<file path="config.mk">
export PLATFORM = sky130hd
export DESIGN_NAME = button_press_fsm
export DESIGN_NICKNAME = d
export VERILOG_FILES = /design/src/rtl/button_press_fsm.sv
export SDC_FILE = /design/constraint.sdc
export NUM_CORES = 1
export LEC_CHECK = 0
export BUFFER_PORTS_ARGS = -buffer_cell sky130_fd_sc_hd__buf_2
export CAP_MARGIN = 15
export CORE_AREA = 5 5 76 78
export DETAILED_ROUTE_END_ITERATION = 7
export DIE_AREA = 0 0 81 83
export PLACE_DENSITY_LB_ADDON = 0.05
export SKIP_LAST_GASP = 1
export SLEW_MARGIN = 20
export SYNTH_ARGS = -nofsm -noshare
export SYNTH_HDL_FRONTEND = slang
export SYNTH_SLANG_ARGS = --single-unit
</file>
<file path="constraint.sdc">
create_clock -name i_clk -period 3 [get_ports i_clk]
set_input_delay 0.15 -clock i_clk [delete_from_list [all_inputs] [get_ports i_clk]]
set_output_delay 0.15 -clock i_clk [all_outputs]
set_load 0.005 [all_outputs]
</file>
<file path="src/rtl/button_press_fsm.sv">
// button_press_fsm: turns a debounced button level into single-cycle events
// (press, short press, long press, auto-repeat, release) plus a held level.
// All outputs are registered. Reset is synchronous and active-high.
// Optional feature macro: AUTO_REPEAT_EN. When it is defined, HELD emits
// periodic repeat/step pulses. When it is undefined, repeat stays 0, step
// equals press, and the counter stays at 0 in HELD.
//
// state   | meaning
// --------+-------------------------------------------------------------
// IDLE    | button released, waiting for a press
// PRESSED | button down, counting toward the long-press threshold
// HELD    | long press reached, waiting for release (auto-repeat if enabled)

module button_press_fsm #(
  parameter int LONG_TIME   = 99999999,
  parameter int REPEAT_TIME = 24999999
) (
  input  logic i_clk,
  input  logic i_rst,
  input  logic i_debounced,
  output logic o_press,
  output logic o_short_press,
  output logic o_long_press,
  output logic o_repeat,
  output logic o_release,
  output logic o_step,
  output logic o_held
);

  localparam logic [26:0] LONG_TC   = 27'(LONG_TIME - 1);
  localparam logic [26:0] REPEAT_TC = 27'(REPEAT_TIME - 1);

  // Reject thresholds that the 27-bit counter cannot represent.
  if (LONG_TIME < 2 || LONG_TIME > 134217727 ||
      REPEAT_TIME < 1 || REPEAT_TIME > 134217727) begin : g_bad_params
    $error("button_press_fsm: LONG_TIME or REPEAT_TIME out of range");
  end

  typedef enum logic [1:0] {
    ST_IDLE    = 2'd0,
    ST_PRESSED = 2'd1,
    ST_HELD    = 2'd2
  } state_t;

  state_t      r_state, w_state_nxt;
  logic [26:0] r_count, w_count_nxt;
  logic        r_press, r_short_press, r_long_press, r_repeat;
  logic        r_release, r_step, r_held;
  logic        w_press_nxt, w_short_nxt, w_long_nxt, w_repeat_nxt;
  logic        w_release_nxt, w_step_nxt, w_held_nxt;

  // State, counter and output registers; reset overrides every other event.
  always_ff @(posedge i_clk) begin
    if (i_rst) begin
      r_state       <= ST_IDLE;
      r_count       <= '0;
      r_press       <= 1'b0;
      r_short_press <= 1'b0;
      r_long_press  <= 1'b0;
      r_repeat      <= 1'b0;
      r_release     <= 1'b0;
      r_step        <= 1'b0;
      r_held        <= 1'b0;
    end else begin
      r_state       <= w_state_nxt;
      r_count       <= w_count_nxt;
      r_press       <= w_press_nxt;
      r_short_press <= w_short_nxt;
      r_long_press  <= w_long_nxt;
      r_repeat      <= w_repeat_nxt;
      r_release     <= w_release_nxt;
      r_step        <= w_step_nxt;
      r_held        <= w_held_nxt;
    end
  end

  // Next-state, counter and pulse decode; release is checked before the
  // terminal count so a release on that edge suppresses long/repeat.
  always_comb begin
    w_state_nxt   = r_state;
    w_count_nxt   = r_count;
    w_press_nxt   = 1'b0;
    w_short_nxt   = 1'b0;
    w_long_nxt    = 1'b0;
    w_repeat_nxt  = 1'b0;
    w_release_nxt = 1'b0;
    case (r_state)
      ST_IDLE: begin
        if (i_debounced) begin
          w_press_nxt = 1'b1;
          w_count_nxt = '0;
          w_state_nxt = ST_PRESSED;
        end
      end
      ST_PRESSED: begin
        if (!i_debounced) begin
          w_release_nxt = 1'b1;
          w_short_nxt   = 1'b1;
          w_state_nxt   = ST_IDLE;
        end else if (r_count == LONG_TC) begin
          w_long_nxt  = 1'b1;
          w_count_nxt = '0;
          w_state_nxt = ST_HELD;
        end else begin
          w_count_nxt = r_count + 27'd1;
        end
      end
      ST_HELD: begin
        if (!i_debounced) begin
          w_release_nxt = 1'b1;
          w_state_nxt   = ST_IDLE;
        end else begin
`ifdef AUTO_REPEAT_EN
          if (r_count == REPEAT_TC) begin
            w_repeat_nxt = 1'b1;
            w_count_nxt  = '0;
          end else begin
            w_count_nxt = r_count + 27'd1;
          end
`else
          w_count_nxt = '0;
`endif
        end
      end
      default: begin
        w_state_nxt = ST_IDLE;
        w_count_nxt = '0;
      end
    endcase
    w_step_nxt = w_press_nxt | w_repeat_nxt;
    // held stays high through the cycle that carries the release pulse.
    w_held_nxt = (w_state_nxt != ST_IDLE) | w_release_nxt;
  end

`ifndef AUTO_REPEAT_EN
  // Without auto-repeat the repeat terminal count is never compared.
  logic [26:0] w_repeat_tc_unused;
  assign w_repeat_tc_unused = REPEAT_TC;
`endif

  assign o_press       = r_press;
  assign o_short_press = r_short_press;
  assign o_long_press  = r_long_press;
  assign o_repeat      = r_repeat;
  assign o_release     = r_release;
  assign o_step        = r_step;
  assign o_held        = r_held;

endmodule

</file>
After elaboration in Yosys (flattened, before gate mapping)
Cells that the tools add are included.

Add/subtract/negate cells: 1. Equal/unequal tests: 5. Reduce and logical (&&, ||, !) cells: 8. Mux-type cells: 13. Bitwise logic cells: 4.

Operators by type and width (number): $mux W27 (3); $pmux W27 S2 (1); $add A27 B1 Y27 const B (1); $eq A27 B27 Y1 const B (1); $mux W2 (4); $reduce_or A2 Y1 (4); $pmux W2 S3 (1); $mux W1 (4); $not A1 Y1 (3); $reduce_or A3 Y1 (1); $eq A2 B1 Y1 const B (1); $eq A2 B2 Y1 const B (1); $logic_not A2 Y1 (1); $ne A2 B1 Y1 const B (1); $ne A2 B2 Y1 const B (1); $reduce_and A2 Y1 (1); $reduce_bool A2 Y1 (1); $or A1 B1 Y1 (1).

Word-level logic and storage cells: 38. Bits of input ports: 3. Flip-flop bits (word level): 34. Output and inout bits: 7.

Logic depth before layout (Yosys ltp)
Gate-level depths: netlist of run 1.

Depth after elaboration: 6. Gate-level depth with buffers: 8.

Least setup slack after synthesis of run 1
Ideal clock, no wire load.

Path kind: reg2reg. Start: reg r_state[0]. End: reg r_count[9]. Data arrival time: 1839 ps. Path buffers: 0. Library setup time: 70 ps. Cell stages (with the launch flop): 8. Path slack: 1091 ps. Path through: dfxtp_1 inv_1 ha_1 or3_1 nand2_1 nand2_1 or4_1 a21oi_1.

Cells in the longest elaborated chain, start to end: 4. Elaborated cells on any way between the ends: 8. Those cells by class: eq/ne: 4; mux: 1; reduce/logical: 3.

RTL lines: start, declared (line 45) `state_t r_state, w_state_nxt;`; start signal, assigned (line 65) `r_state <= w_state_nxt;`; $eq A2 B2 Y1 / $logic_not A2 Y1 (equally long branches) (line 87) `case (r_state)`; $reduce_or A2 Y1 (no source line); $ne A2 B1 Y1 (no source line); $reduce_and A2 Y1 (no source line); end signal, assigned (line 66) `r_count <= w_count_nxt;`; end, declared (line 46) `logic [26:0] r_count, w_count_nxt;`.

Several ways; a longest one is shown, not always the timed one. A chain may end at the register's enable or synchronous reset.

Worst setup path in the final report of run 1
Start: reg r_state[0]. End: reg r_count[5].

Same word-level chain as after synthesis.

==> impl_metrics.ini, run 1 <==
[critical_path]
setup.worst_path.class = reg -> reg
endpoint_kind = register
required_ns = 3.16
cp.arrival_ns = 2.35
worstPathMaxFanout = 6
start_kind = register

[cells_and_area]
nets = 218
diodes = 0
fillers = 543
syn2layout_area_growth_pct = 10.0
drive_gt1_share_pct = 11.9

[yosys]
synth_area_sq_mm = 0.00171
async_reset_ff_share_pct = 0
yosys.area.top_type = dfxtp_1
synth_edf_count = 0
ys_seq_elements = 34
syn_avg_cell_area_sq_um = 8.57
ys_top_cells_by_area = dfxtp_1 40%, xnor2_1 7.7%, nor2_1 7.4%
synth_top_area_share_pct = 39.7
yosysSeqAreaShare_pct = 39.7
ys_types = 45
synth_nets = 209
ys.flop_type = dfxtp_1
synth_warnings = 0
syn_inst = 200

[grt]
antenna_found_initial = 0
grt_pass1_vias = 1286
grt_start_max_net_pins = 26
grt_overflow = 0
grt.total_usage_pct = 12.2
grt_pass1_wl_microns = 6400

[detailed_routing]
routed.top_layer = met4
met3_length_microns = 149
vias_per_cell = 5.03
routedWlPerCell_microns = 13.6
first_pass_iters = 6
detail-route-antenna-nets = 0
drt_first_iter_violations = 58
vias = 1407
wl_met2_microns = 1750
wl_met1_microns = 1850
drt-total-wl_microns = 3820
drc_errors = 0

[power]
seqPwrFrac_pct = 52.4
p_int_w = 0.000667
switchingPower_w = 0.000220
peakVddDrop_v = 0.000165
power.density_mw_per_mm2 = 470
comb_power_share_pct = 7.6
switching_share_pct = 24.8
pwr-share-clk_pct = 40.0
p_leak_nw = 0.631

[cts]
cts_setup_buffers = 0
clk_pin_slew_ns = 0.07
cts-root-buf = clkbuf_8
cts.sinks = 34
cts_tree = done
post_cts_resized = 0
cts.hold.buffers_added = 0
cts-buffers-inserted = 5
cts_htree_levels = 2
clk_latency_ns = 0.29
clk_path_buf_depth = 2

[sta]
skew_ns = 0.00414
clock.fmax_ghz = 0.458
finalMaxSlewViolations = 0
layout_min_cycle_time_ns = 2.18
hold_viol = 0
min_period_over_period_pct = 72.8
tightest_slew_ns = 0.596
setup_viol = 0
rsz0062_at_grt = no
fin_tns_setup_ns = 0
setup_slack_ns = 0.816
relSlewSlack_pct = 60.0

[status]
status = completed

[run]
maxCapViolCount = 0

[min_path]
hold_class = in -> reg

[placed_design]
routabilityCongestion = 0.789
hpwl_microns = 2770
io_buffers = 8
pre_cts_slack_ns = 0.834

[floorplan]
start_util_pct = 34.2
core-area_sq_mm = 0.00501
dieArea_sq_mm = 0.00672
die_x_microns = 81
num_rows = 26
io_pins = 10
die_h_microns = 83
logic make-up after synthesis:
group / share of synthesized area (%)
and+or+nand+nor: 31.8
DFF: 39.7
xor gates and xnor gates: 11.8
AOI/OAI and AO/OA: 7.66
buffers and inverters: 4.53
adders and majority gates: 4.38
other: 0.219
per-stage QoR:
stage	power (W)	instances	hold WS, ns	util [%]	area (sq um)
final	0.000887	280	0.140	37.6	1890
after detailed placement	0.000543	272	0.439	35.8	1790
after global placement	0.000541	272	0.436	35.8	1790
after floorplan	0.000526	200	0.222	-	1710
after global routing	0.000936	280	0.142	37.6	1890
after CTS	0.000903	280	0.128	37.6	1890
cell usage after synthesis (2+ instances only):
| cell | number |
|---|---|
| dfxtp_1 | 34 |
| nor2_1 | 34 |
| nand2_1 | 17 |
| xnor2_1 | 15 |
| nand3_1 | 9 |
| inv_1 | 8 |
| nor3_1 | 8 |
| nor4_1 | 8 |
| xor2_1 | 8 |
| ha_1 | 6 |
| buf_4 | 4 |
| nand4_1 | 4 |
| a21oi_1 | 3 |
| or3_1 | 3 |
| a211oi_1 | 2 |
| a31oi_1 | 2 |
| and3_1 | 2 |
| and4_2 | 2 |
| nor3b_1 | 2 |
| o21ai_0 | 2 |
| o31ai_1 | 2 |
| or2_2 | 2 |
area by class of cell:
type                            count  area (sq um)  area share (%)
Timing Repair Buffer                8          40.0            2.12
Inverter                            8          30.0            1.59
Multi-Input combinational cell    152           956            50.7
Clock inverter                      1          5.00           0.265
Sequential cell                    34           681            36.1
Clock buffer                        7          86.3            4.58
Tap cell                           70          87.6            4.64
critical path: stages, from the launching register on:
cell	delay, ns
dfxtp_1	0.41
inv_1	0.10
ha_1	0.28
or3_1	0.39
a21boi_1	0.47
nand4_1	0.18
xor2_1	0.17
nor2_1	0.05
flip-flops by register name, summed over array words and instances, names as in the netlist:
name and count:
o_step 1, r_state 2, o_short_press 1, r_count 27
o_held 1, o_long_press 1, o_release 1
routing by layer:
layer | vias to the layer above | global-route usage (%)
met5 | - | 0
met4 | 0 | 4.61
met3 | 7 | 3.68
met2 | 25 | 18.5
met1 | 666 | 16.1
li1 | 709 | -
cells in the final DEF, fill, tap and decap left out, drive strengths merged, types with 2 or more instances in the layout:
master / Yosys / layout
nor4: 8 / 8
nor2: 35 / 35
or3: 3 / 3
a211oi: 2 / 2
clkbuf: 2 / 7
nand3: 9 / 9
inv: 8 / 8
a21oi: 3 / 3
ha: 6 / 6
o21ai: 3 / 3
nor4b: 2 / 2
a31oi: 2 / 2
and4: 3 / 3
xnor2: 15 / 15
nor3: 8 / 8
and3: 3 / 3
nand2: 17 / 17
nor3b: 2 / 2
buf: 4 / 8
xor2: 8 / 8
nand4: 5 / 5
dfxtp: 34 / 34
or4: 2 / 2
o31ai: 2 / 2
or2: 2 / 2
path summary, 6_finish.rpt:
kind,start,to,slack (ns),cells after the start
hold reg to reg,r_count[26],r_count[26],0.46,1
hold / removal,i_rst,o_step,0.14,2
setup reg to reg,r_state[0],r_count[5],0.82,7
setup / recovery,r_state[0],r_count[5],0.82,7
power by group through the flow:
stage          Sequential, W  Clock, W  Combinational (W)
3_3_place_gp        0.000474         0          0.0000668
6_report            0.000465  0.000355          0.0000674
4_1_cts             0.000465  0.000371          0.0000680
2_1_floorplan       0.000475         0          0.0000516
5_1_grt             0.000465  0.000394          0.0000772
3_5_place_dp        0.000475         0          0.0000676
No activity file was read; power rests on OpenSTA's default activity.
==> run 2, diff against run 1 <==
Clock period 3 ns to 2.15 ns, I/O delays scaled along.
==> run 2 against run 1 <==
  * Sequential power up 39%
  * Total power up 51%
  * Clock-buffer cell count unchanged
  * First-iteration DRC count down 26%
  * Critical path depth unchanged
  * Clock power up 62%
  * Wire length up 4.3%
  * Combinational power up 69%
  * Via count up 1.8%
  * Largest cell class unchanged
==> impl_metrics.ini, run 2 (synthesized netlist as in run 1, its figures left out) <==
[status]
status = completed

[cts]
cts_htree_levels = 2
cts-buffers-inserted = 5
cts-root-buf = clkbuf_8
clk_pin_slew_ns = 0.07
clk_latency_ns = 0.28
cts.sinks = 34
cts_tree = done
cts.hold.buffers_added = 0
clk_path_buf_depth = 2

[cells_and_area]
drive_gt1_share_pct = 17.6
top_register = r_count
post-route-util_pct = 40.2
layout_commonest_cell = nor2_1
top_regs = r_count: 27 flops, r_state: 2 flops
largest_reg_flops = 27
seq_area_sq_um = 682
fillers = 545
diodes = 0
syn2layout_area_growth_pct = 17.4
layout_common_cells = 34 x nor2_1, 33 x dfxtp_1, 17 x nand2_1
nets = 230
multi_input_comb_area_sq_um = 963

[placed_design]
hpwl_microns = 3110
routabilityCongestion = 0.796
io_buffers = 8

[critical_path]
endpoint_kind = register
setup.worst_path.class = reg -> reg
r2r_slack_ns = 0.16
worstPathMaxFanout = 6
rr_endpoint = r_count[9]
required_ns = 2.37
critPathMaxStageDelay_ns = 0.47
critPathSlowestCell = or4_1
path_buf_inv = 1
r2r_cells = 7
critPathTopFamily = simple AND/OR/NAND/NOR gates
cp.arrival_ns = 2.20
path_cells = inv_1, ha_1, or3_1, nand2_1, nand2_1, or4_1, a21oi_1
start_kind = register
r2r-start = r_state[0]
path_common_cell = nand2_1

[grt]
grt_pass1_vias = 1463
grt_pass1_wl_microns = 6900
grt.total_usage_pct = 13.0
grt_overflow = 0
grt_start_max_net_pins = 14
antenna_found_initial = 0

[floorplan]
dieArea_sq_mm = 0.00672
core-area_sq_mm = 0.00501
die_h_microns = 83
start_util_pct = 34.2
num_rows = 26
io_pins = 10
die_x_microns = 81

[power]
pwr-share-clk_pct = 43.0
peakVddDrop_v = 0.000353
power.density_mw_per_mm2 = 665
p_leak_nw = 0.701
comb_power_share_pct = 8.5
p_int_w = 0.00104
seqPwrFrac_pct = 48.4
switchingPower_w = 0.000303
switching_share_pct = 22.6

[detailed_routing]
vias = 1433
drc_errors = 0
first_pass_iters = 4
detail-route-antenna-nets = 0
drt_first_iter_violations = 43
vias_per_cell = 4.91
routedWlPerCell_microns = 13.6
drt-total-wl_microns = 3980

[min_path]
whs_endpoint = o_step
hold_depth = 2
worstHoldStart = i_rst
hold_class = in -> reg

[run]
maxCapViolCount = 0

[sta]
fin_tns_setup_ns = 0
hold_viol = 0
finalMaxSlewViolations = 0
layout_min_cycle_time_ns = 1.99
setup_viol = 0
relSlewSlack_pct = 65.7
clock.fmax_ghz = 0.503
skew_ns = 0.00233
tightest_slew_ns = 0.514
rsz0062_at_grt = no
min_period_over_period_pct = 92.4
run 2: changes by cell type in the layout (fill, tap and decap cells not counted):
cell       delta
clkbuf_1      +1
nor3_1        -1
buf_12        +1
nor3_2        +1
dfxtp_1       -1
dfxtp_2       +1
clkbuf_8      -1
bufinv_16     +1
ha_1          -1
buf_4        +11
clkinv_2      -1
ha_2          +1
run 2: metrics by stage:
stage               cells  hold slack (ns)  power, W  setup slack, ns  cell area, sq um
global placement      284            0.396  0.000774            0.144              1900
global route          292           0.0981   0.00140          0.00709              2010
detailed placement    284            0.399  0.000777           0.0126              1900
floorplan             200            0.179  0.000734            0.241              1710
CTS                   292           0.0884   0.00136           0.0108              2000
finish                292           0.0959   0.00134            0.164              2010
run 2: power groups by stage:
stage | clock network [W] | logic (W) | registers [W]
5_1_grt | 0.000626 | 0.000128 | 0.000649
3_5_place_dp | 0 | 0.000114 | 0.000662
3_3_place_gp | 0 | 0.000113 | 0.000662
4_1_cts | 0.000599 | 0.000115 | 0.000648
2_1_floorplan | 0 | 0.0000720 | 0.000662
6_report | 0.000576 | 0.000114 | 0.000648
run 2: cell type report:
class                           instances  share of cell area, %
Clock buffer                            7                   3.79
Inverter                                8                   1.49
Clock inverter                          1                   1.49
Timing Repair Buffer                   20                   7.09
Sequential cell                        34                   33.9
Tap cell                               70                   4.35
Multi-Input combinational cell        152                   47.9
run 2: layer usage:
metal	GRT usage (%)	vias to the layer above	wire length [microns]
met4	4.61	0	70
met1	16.2	679	1900
met2	21.2	17	1900
li1	-	730	-
met5	0	-	0
met3	3.57	7	119
run 2: how the worst max path moves through the flow:
stage / startpoint / endpoint / slack, ns / depth (start not counted)
final: r_state[0] / r_count[9] / 0.16 / 7
after global routing: r_state[0] / r_count[9] / 0.007 / 7
after CTS: r_state[0] / r_count[23] / 0.01 / 7
after detailed placement: r_state[0] / r_count[25] / 0.01 / 7
after global placement: r_state[0] / r_count[23] / 0.14 / 7
after floorplan: r_state[0] / r_count[9] / 0.24 / 7
run 2: what timing repair did:
action,in CTS,in global routing
resized for setup,0,3
setup endpoints to repair,0,11
setup buffers,0,0
